**config.mk**
```make
export PLATFORM = sky130hd
export DESIGN_NAME = led_pixel_assembler
export DESIGN_NICKNAME = d
export VERILOG_FILES = /design/src/rtl/led_pixel_assembler.sv
export SDC_FILE = /design/constraint.sdc
export NUM_CORES = 1
export LEC_CHECK = 0
export CORE_ASPECT_RATIO = 1.75
export CORE_MARGIN = 5
export CORE_UTILIZATION = 43
export CTS_CLUSTER_DIAMETER = 120
export DETAILED_ROUTE_END_ITERATION = 12
export PLACE_DENSITY = 0.62
export SLEW_MARGIN = 40
export SYNTH_ARGS = -nofsm -noshare
export SYNTH_HDL_FRONTEND = slang
export SYNTH_SLANG_ARGS = --single-unit
```
**constraint.sdc**
```tcl
create_clock -name clk -period 2.4 [get_ports clk]
set_input_delay 0.48 -clock clk [delete_from_list [all_inputs] [get_ports clk]]
set_output_delay 0.48 -clock clk [all_outputs]
set_load 0.02 [all_outputs]
```
**src/rtl/led_pixel_assembler.sv**
```systemverilog
// rtl/led_pixel_assembler.sv - MSB-first pixel word assembler with frame tracking and display latch
//
// Purpose: shifts decoded bits into BITS_PER_PIXEL-wide words, emits each
// completed word with its index in the frame, reports frame boundaries and
// framing errors on treset, and latches the first pixel of every clean frame
// into display_rgb (single-LED latch behaviour).
//
// Ports:
//   clk          system clock
//   rst_n        asynchronous active-low reset
//   shift_in     {decode_bit, valid_strobe, treset} from the decoder stage
//   pixel_data   last completed pixel word, MSB = first bit received
//   pixel_valid  one-cycle strobe, pixel_data/pixel_index are new
//   pixel_index  0-based position of pixel_data in the frame (saturating)
//   display_rgb  first pixel of the last frame that ended cleanly
//   frame_done   one-cycle strobe on every accepted treset
//   frame_count  complete pixels in the frame just ended (saturating)
//   frame_error  one-cycle strobe with frame_done when the frame ended mid-pixel
//   overflow     sticky, more than MAX_PIXELS pixels seen; cleared by treset
module led_pixel_assembler #(
  parameter int BITS_PER_PIXEL = 24,
  parameter int MAX_PIXELS     = 256,
  parameter int IDX_W          = $clog2(MAX_PIXELS)
) (
  input  logic                      clk,
  input  logic                      rst_n,
  input  logic [2:0]                shift_in,
  output logic [BITS_PER_PIXEL-1:0] pixel_data,
  output logic                      pixel_valid,
  output logic [IDX_W-1:0]          pixel_index,
  output logic [BITS_PER_PIXEL-1:0] display_rgb,
  output logic                      frame_done,
  output logic [IDX_W-1:0]          frame_count,
  output logic                      frame_error,
  output logic                      overflow
);

  localparam int                BC_W     = $clog2(BITS_PER_PIXEL);
  localparam logic [BC_W-1:0]   LAST_BIT = BC_W'(BITS_PER_PIXEL - 1);
  localparam logic [IDX_W-1:0]  LAST_IDX = IDX_W'(MAX_PIXELS - 1);

  typedef enum logic [1:0] {
    S_IDLE,
    S_RX,
    S_OVF
  } state_t;

  state_t                    r_state;
  state_t                    w_state_nxt;
  logic [BITS_PER_PIXEL-1:0] r_sr;
  logic [BC_W-1:0]           r_bit_cnt;
  logic [IDX_W-1:0]          r_pix_cnt;
  logic [BITS_PER_PIXEL-1:0] r_first_pix;
  logic [BITS_PER_PIXEL-1:0] r_pixel_data;
  logic                      r_pixel_valid;
  logic [IDX_W-1:0]          r_pixel_index;
  logic [BITS_PER_PIXEL-1:0] r_display_rgb;
  logic                      r_frame_done;
  logic [IDX_W-1:0]          r_frame_count;
  logic                      r_frame_error;
  logic                      r_overflow;

  logic                      w_decode_bit;
  logic                      w_treset;
  logic                      w_strobe;
  logic                      w_complete;
  logic [BITS_PER_PIXEL-1:0] w_sr_next;

  assign w_decode_bit = shift_in[2];
  assign w_treset     = shift_in[0];
  // treset wins over a coincident strobe: that bit is dropped entirely
  assign w_strobe     = shift_in[1] & ~shift_in[0];
  assign w_complete   = w_strobe && (r_bit_cnt == LAST_BIT);
  assign w_sr_next    = {r_sr[BITS_PER_PIXEL-2:0], w_decode_bit};

  always_ff @(posedge clk or negedge rst_n) begin
    if (!rst_n) begin
      r_state <= S_IDLE;
    end else begin
      r_state <= w_state_nxt;
    end
  end

  always_comb begin
    w_state_nxt = r_state;
    case (r_state)
      S_IDLE:  if (w_strobe) w_state_nxt = S_RX;
      S_RX:    if (w_complete && (r_pix_cnt == LAST_IDX)) w_state_nxt = S_OVF;
      S_OVF:   w_state_nxt = S_OVF;
      default: w_state_nxt = S_IDLE;
    endcase
    if (w_treset) w_state_nxt = S_IDLE;
  end

  always_ff @(posedge clk or negedge rst_n) begin
    if (!rst_n) begin
      r_sr          <= '0;
      r_bit_cnt     <= '0;
      r_pix_cnt     <= '0;
      r_first_pix   <= '0;
      r_pixel_data  <= '0;
      r_pixel_valid <= 1'b0;
      r_pixel_index <= '0;
      r_display_rgb <= '0;
      r_frame_done  <= 1'b0;
      r_frame_count <= '0;
      r_frame_error <= 1'b0;
      r_overflow    <= 1'b0;
    end else begin
      r_pixel_valid <= 1'b0;
      r_frame_done  <= 1'b0;
      r_frame_error <= 1'b0;
      if (w_treset) begin
        r_frame_done  <= 1'b1;
        r_frame_count <= r_pix_cnt;
        r_frame_error <= (r_bit_cnt != '0);
        // first_pix belongs to this frame whenever pix_cnt is non-zero
        if ((r_pix_cnt != '0) && (r_bit_cnt == '0)) r_display_rgb <= r_first_pix;
        r_sr          <= '0;
        r_bit_cnt     <= '0;
        r_pix_cnt     <= '0;
        r_overflow    <= 1'b0;
      end else if (w_strobe) begin
        r_sr <= w_sr_next;
        if (w_complete) begin
          r_bit_cnt     <= '0;
          r_pixel_valid <= 1'b1;
          r_pixel_data  <= w_sr_next;
          r_pixel_index <= r_pix_cnt;
          if (r_pix_cnt == '0) r_first_pix <= w_sr_next;
          // pix_cnt saturates at MAX_PIXELS-1; pixels beyond that land in OVF
          if (r_pix_cnt != LAST_IDX) r_pix_cnt <= r_pix_cnt + 1'b1;
          if (r_state == S_OVF) r_overflow <= 1'b1;
        end else begin
          r_bit_cnt <= r_bit_cnt + 1'b1;
        end
      end
    end
  end

  assign pixel_data  = r_pixel_data;
  assign pixel_valid = r_pixel_valid;
  assign pixel_index = r_pixel_index;
  assign display_rgb = r_display_rgb;
  assign frame_done  = r_frame_done;
  assign frame_count = r_frame_count;
  assign frame_error = r_frame_error;
  assign overflow    = r_overflow;

endmodule
```
==> results of run 1 <==
==> kinds of logic (layout without fill, tap and decap cells) <==
group / count (synthesis) / after routing / share of synthesized area
flip-flops: 130 / 130 / 0.606
AND/OR/NAND/NOR: 158 / 158 / 0.135
XOR/XNOR: 2 / 2 / 0.00327
AO/OA/AOI/OAI: 21 / 21 / 0.0243
buffers and inverters: 32 / 124 / 0.0303
multiplexers: 83 / 83 / 0.182
adder cells (fa/ha/maj): 8 / 8 / 0.0187
==> power groups by stage <==
stage               Combinational (mW)  Sequential (mW)  Clock, mW
floorplan                        0.113             2.27          0
global placement                 0.193             2.27          0
CTS                              0.213             2.23       2.77
global route                     0.237             2.23       2.87
detailed placement               0.212             2.27          0
finish                           0.205             2.23       2.71
==> sequential cells by signal, summed over array words and instances, names as in the netlist <==
signal       count
display_rgb     24
pixel_data      24
r_first_pix     24
r_sr            23
frame_count      8
pixel_index      8
r_pix_cnt        8
r_bit_cnt        5
r_state          2
frame_done       1
frame_error      1
overflow         1
pixel_valid      1
==> metrics by stage <==
stage,hold WS (ns),power (mW)
after detailed placement,0.465,2.48
after CTS,0.0573,5.22
after floorplan,0.184,2.38
final,0.0488,5.15
after global placement,0.467,2.46
after global routing,0.0881,5.34
==> cells in the mapped netlist (all sizes together) (2+ instances only) <==
master,instances
dfrtp,130
nand2,99
mux2,57
nor2,28
mux2i,26
buf,15
nand3,10
a21oi,9
inv,9
ha,8
clkbuf,7
o21ai,5
nand2b,4
nand4,3
and3,2
and4,2
nor3,2
nor4b,2
o311ai,2
o41ai,2
xor2,2
==> worst max path at each step <==
stage               slack [ns]              to    startpoint
floorplan                 0.59  r_first_pix[0]  r_bit_cnt[0]
global placement          0.36  r_first_pix[4]   shift_in[1]
detailed placement        0.28  r_first_pix[4]  r_bit_cnt[0]
CTS                       0.27  r_first_pix[4]  r_pix_cnt[0]
global route              0.15  r_first_pix[5]  r_pix_cnt[0]
finish                    0.27  r_first_pix[4]  r_pix_cnt[0]
==> per-layer routing <==
layer | vias up | global-route usage | part of all wire
li1 | 1613 | - | -
met1 | 1753 | 0.187 | 0.40
met2 | 73 | 0.292 | 0.55
met3 | 18 | 0.0476 | 0.032
met4 | 0 | 0.0661 | 0.022
met5 | - | 0 | 0
==> layout make-up <==
type / count / area (um^2)
Fill cell: 1058 / 5470
Sequential cell: 130 / 3250
Multi-Input combinational cell: 272 / 1950
Timing Repair Buffer: 82 / 812
Clock buffer: 19 / 453
Tap cell: 168 / 210
Clock inverter: 13 / 184
Inverter: 10 / 38.8
==> worst max-delay path, delay by kind of cell (launching register included) <==
family / cells / cell delay (ns)
and+or+nand+nor: 2 / 0.82
DFF: 1 / 0.43
adders and majority gates: 1 / 0.15
muxes: 1 / 0.47
buffers and inverters: 1 / 0.11
==> flow_summary_export.csv, run 1 <==
group,metric,value,unit
grt,grt_pass1_vias,3776,
worst_setup_path,crit_chain,"inv_1, ha_1, nor4b_2, nand3_4, mux2_1",
worst_setup_path,cp-end-kind,"flop",
pwr,p_leak,3.49,nW
die,ios,73,
worst_setup_path,criticalPathCategory,"reg -> reg",
pwr,p_sw_frac,0.208,
detailed_routing,wire_per_inst,16.1,um
synth,synthCells,434,
synth,synth_seq_area_share,0.606,
die,die-area,0.0149,mm^2
placement,dpl.cell_count,662,
cells_and_area,layout_commonest_cell,"dfrtp_1",
synth,syn_nets,447,
worst_setup_path,reg2reg_to,"r_first_pix[4]",
sta,hold_viol_final,0,
synth,ys_ff_latch,130,
clock_network,clock_tree.buffer_depth,2,
cells_and_area,fin_util,0.558,
die,chipWidth,94.4,um
worst_setup_path,rr_startpoint,"r_pix_cnt[0]",
placement,dp_slack,0.277,ns
pwr,power_density,746,mW/mm^2
grt,grt_max_degree,64,
cells_and_area,stdcell_count,694,
detailed_routing,drc,0,
min_path,hold_class,"in -> async",
clock_network,htreeDepth,4,
clock_network,cts_hold_buf,0,
placement,hpwl,7.57,mm
clock_network,clk_pin_slew,0.06,ns
synth,synth_top_area_frac,0.606,
synth,synth-edff-count,0,
sta,rsz0062_at_grt,"no",
sta,min_period_over_period,0.886,
cells_and_area,final_nets,526,
worst_setup_path,cp.arrival,2.41,ns
synth,yosysWarnings,0,
job,cap_violations,0,
synth,ys_types,41,
synth,synthFlopType,"dfrtp_1",
clock_network,post-cts-setup-buffers,0,
die,core_area,0.0124,mm^2
detailed_routing,viasPerCell,4.98,
placement,place_congestion,0.804,
cells_and_area,drive_gt1_frac,0.163,
worst_setup_path,slowest_delay,0.47,ns
die,die_h,158,um
sta,setup_violations,0,
pwr,p_seq_frac,0.433,
worst_setup_path,slowest_stage,"mux2_1",
synth,syn_area,0.00536,mm^2
sta,slew_violations,0,
sta,skew,0.00927,ns
pwr,intPower,4.08,mW
placement,portBuffers,72,
detailed_routing,routed_wl,11.2,mm
synth,synthArstFlopShare,1.00,
grt,antenna_found_initial,0,
die,initial_core_util,0.434,
worst_setup_path,ff2ff_path_depth,5,
pwr,pwr-share-clk,0.527,
clock_network,clock_latency,0.41,ns
cells_and_area,design_area,0.00690,mm^2
die,row_count,54,
worst_setup_path,path_max_fanout,24,
grt,overflow,0,
cells_and_area,area_growth_syn_to_layout,28.6,%
synth,synthTopCellsByArea,"dfrtp_1 (61%), nand2_1 (6.9%), mux2_4 (5.6%)",
sta,slew_headroom,0.608,
synth,syn_area_per_cell,12.4,um^2
sta,fin_ws,0.275,ns
detailed_routing,first_iter_violations,144,
clock_network,numCtsBuffers,17,
pwr,p_sw,1.07,mW
grt,grt_use_total,0.166,
synth,synth.largest_area_cell,"dfrtp_1",
placement,place_area,0.00626,mm^2
sta,layout_min_cycle_time,2.13,ns
sta,worst_slew_pin_slew,0.587,ns
clock_network,clock-sinks,130,
sta,timing.fmax,471,MHz
sta,setup_tns,0,ns
cells_and_area,final_cell_mix,"dfrtp_1 (130), nand2_1 (98), clkdlybuf4s50_1 (69)",
worst_setup_path,reg2reg_slack,0.27,ns
detailed_routing,drt-pass1-iter-count,4,
cells_and_area,antenna_cells,0,
detailed_routing,vias,3457,
worst_setup_path,required,2.69,ns
detailed_routing,ant_nets,0,
clock_network,cts_root_buf,"clkbuf_16",
grt,grt_pass1_wl,18.9,mm
pwr,vdd_ir_drop_max,0.487,mV
clock_network,cts_resized,0,
pwr,p_comb_frac,0.040,
worst_setup_path,critPathLaunchType,"flop",
run_status,status,"finished clean",
clock_network,cts_tree,"yes",
(Power assumes the default switching activity.)
==> run 2, diff against run 1 <==
SLEW_MARGIN = 20   (was 40)
==> results of run 2 <==
The final DEF is identical to that of run 1; final timing and power are the same.
==> run 3, diff against run 2 <==
SKIP_LAST_GASP = 1   (was not set)
==> results of run 3 <==
The final DEF is identical to that of run 1; final timing and power are the same.
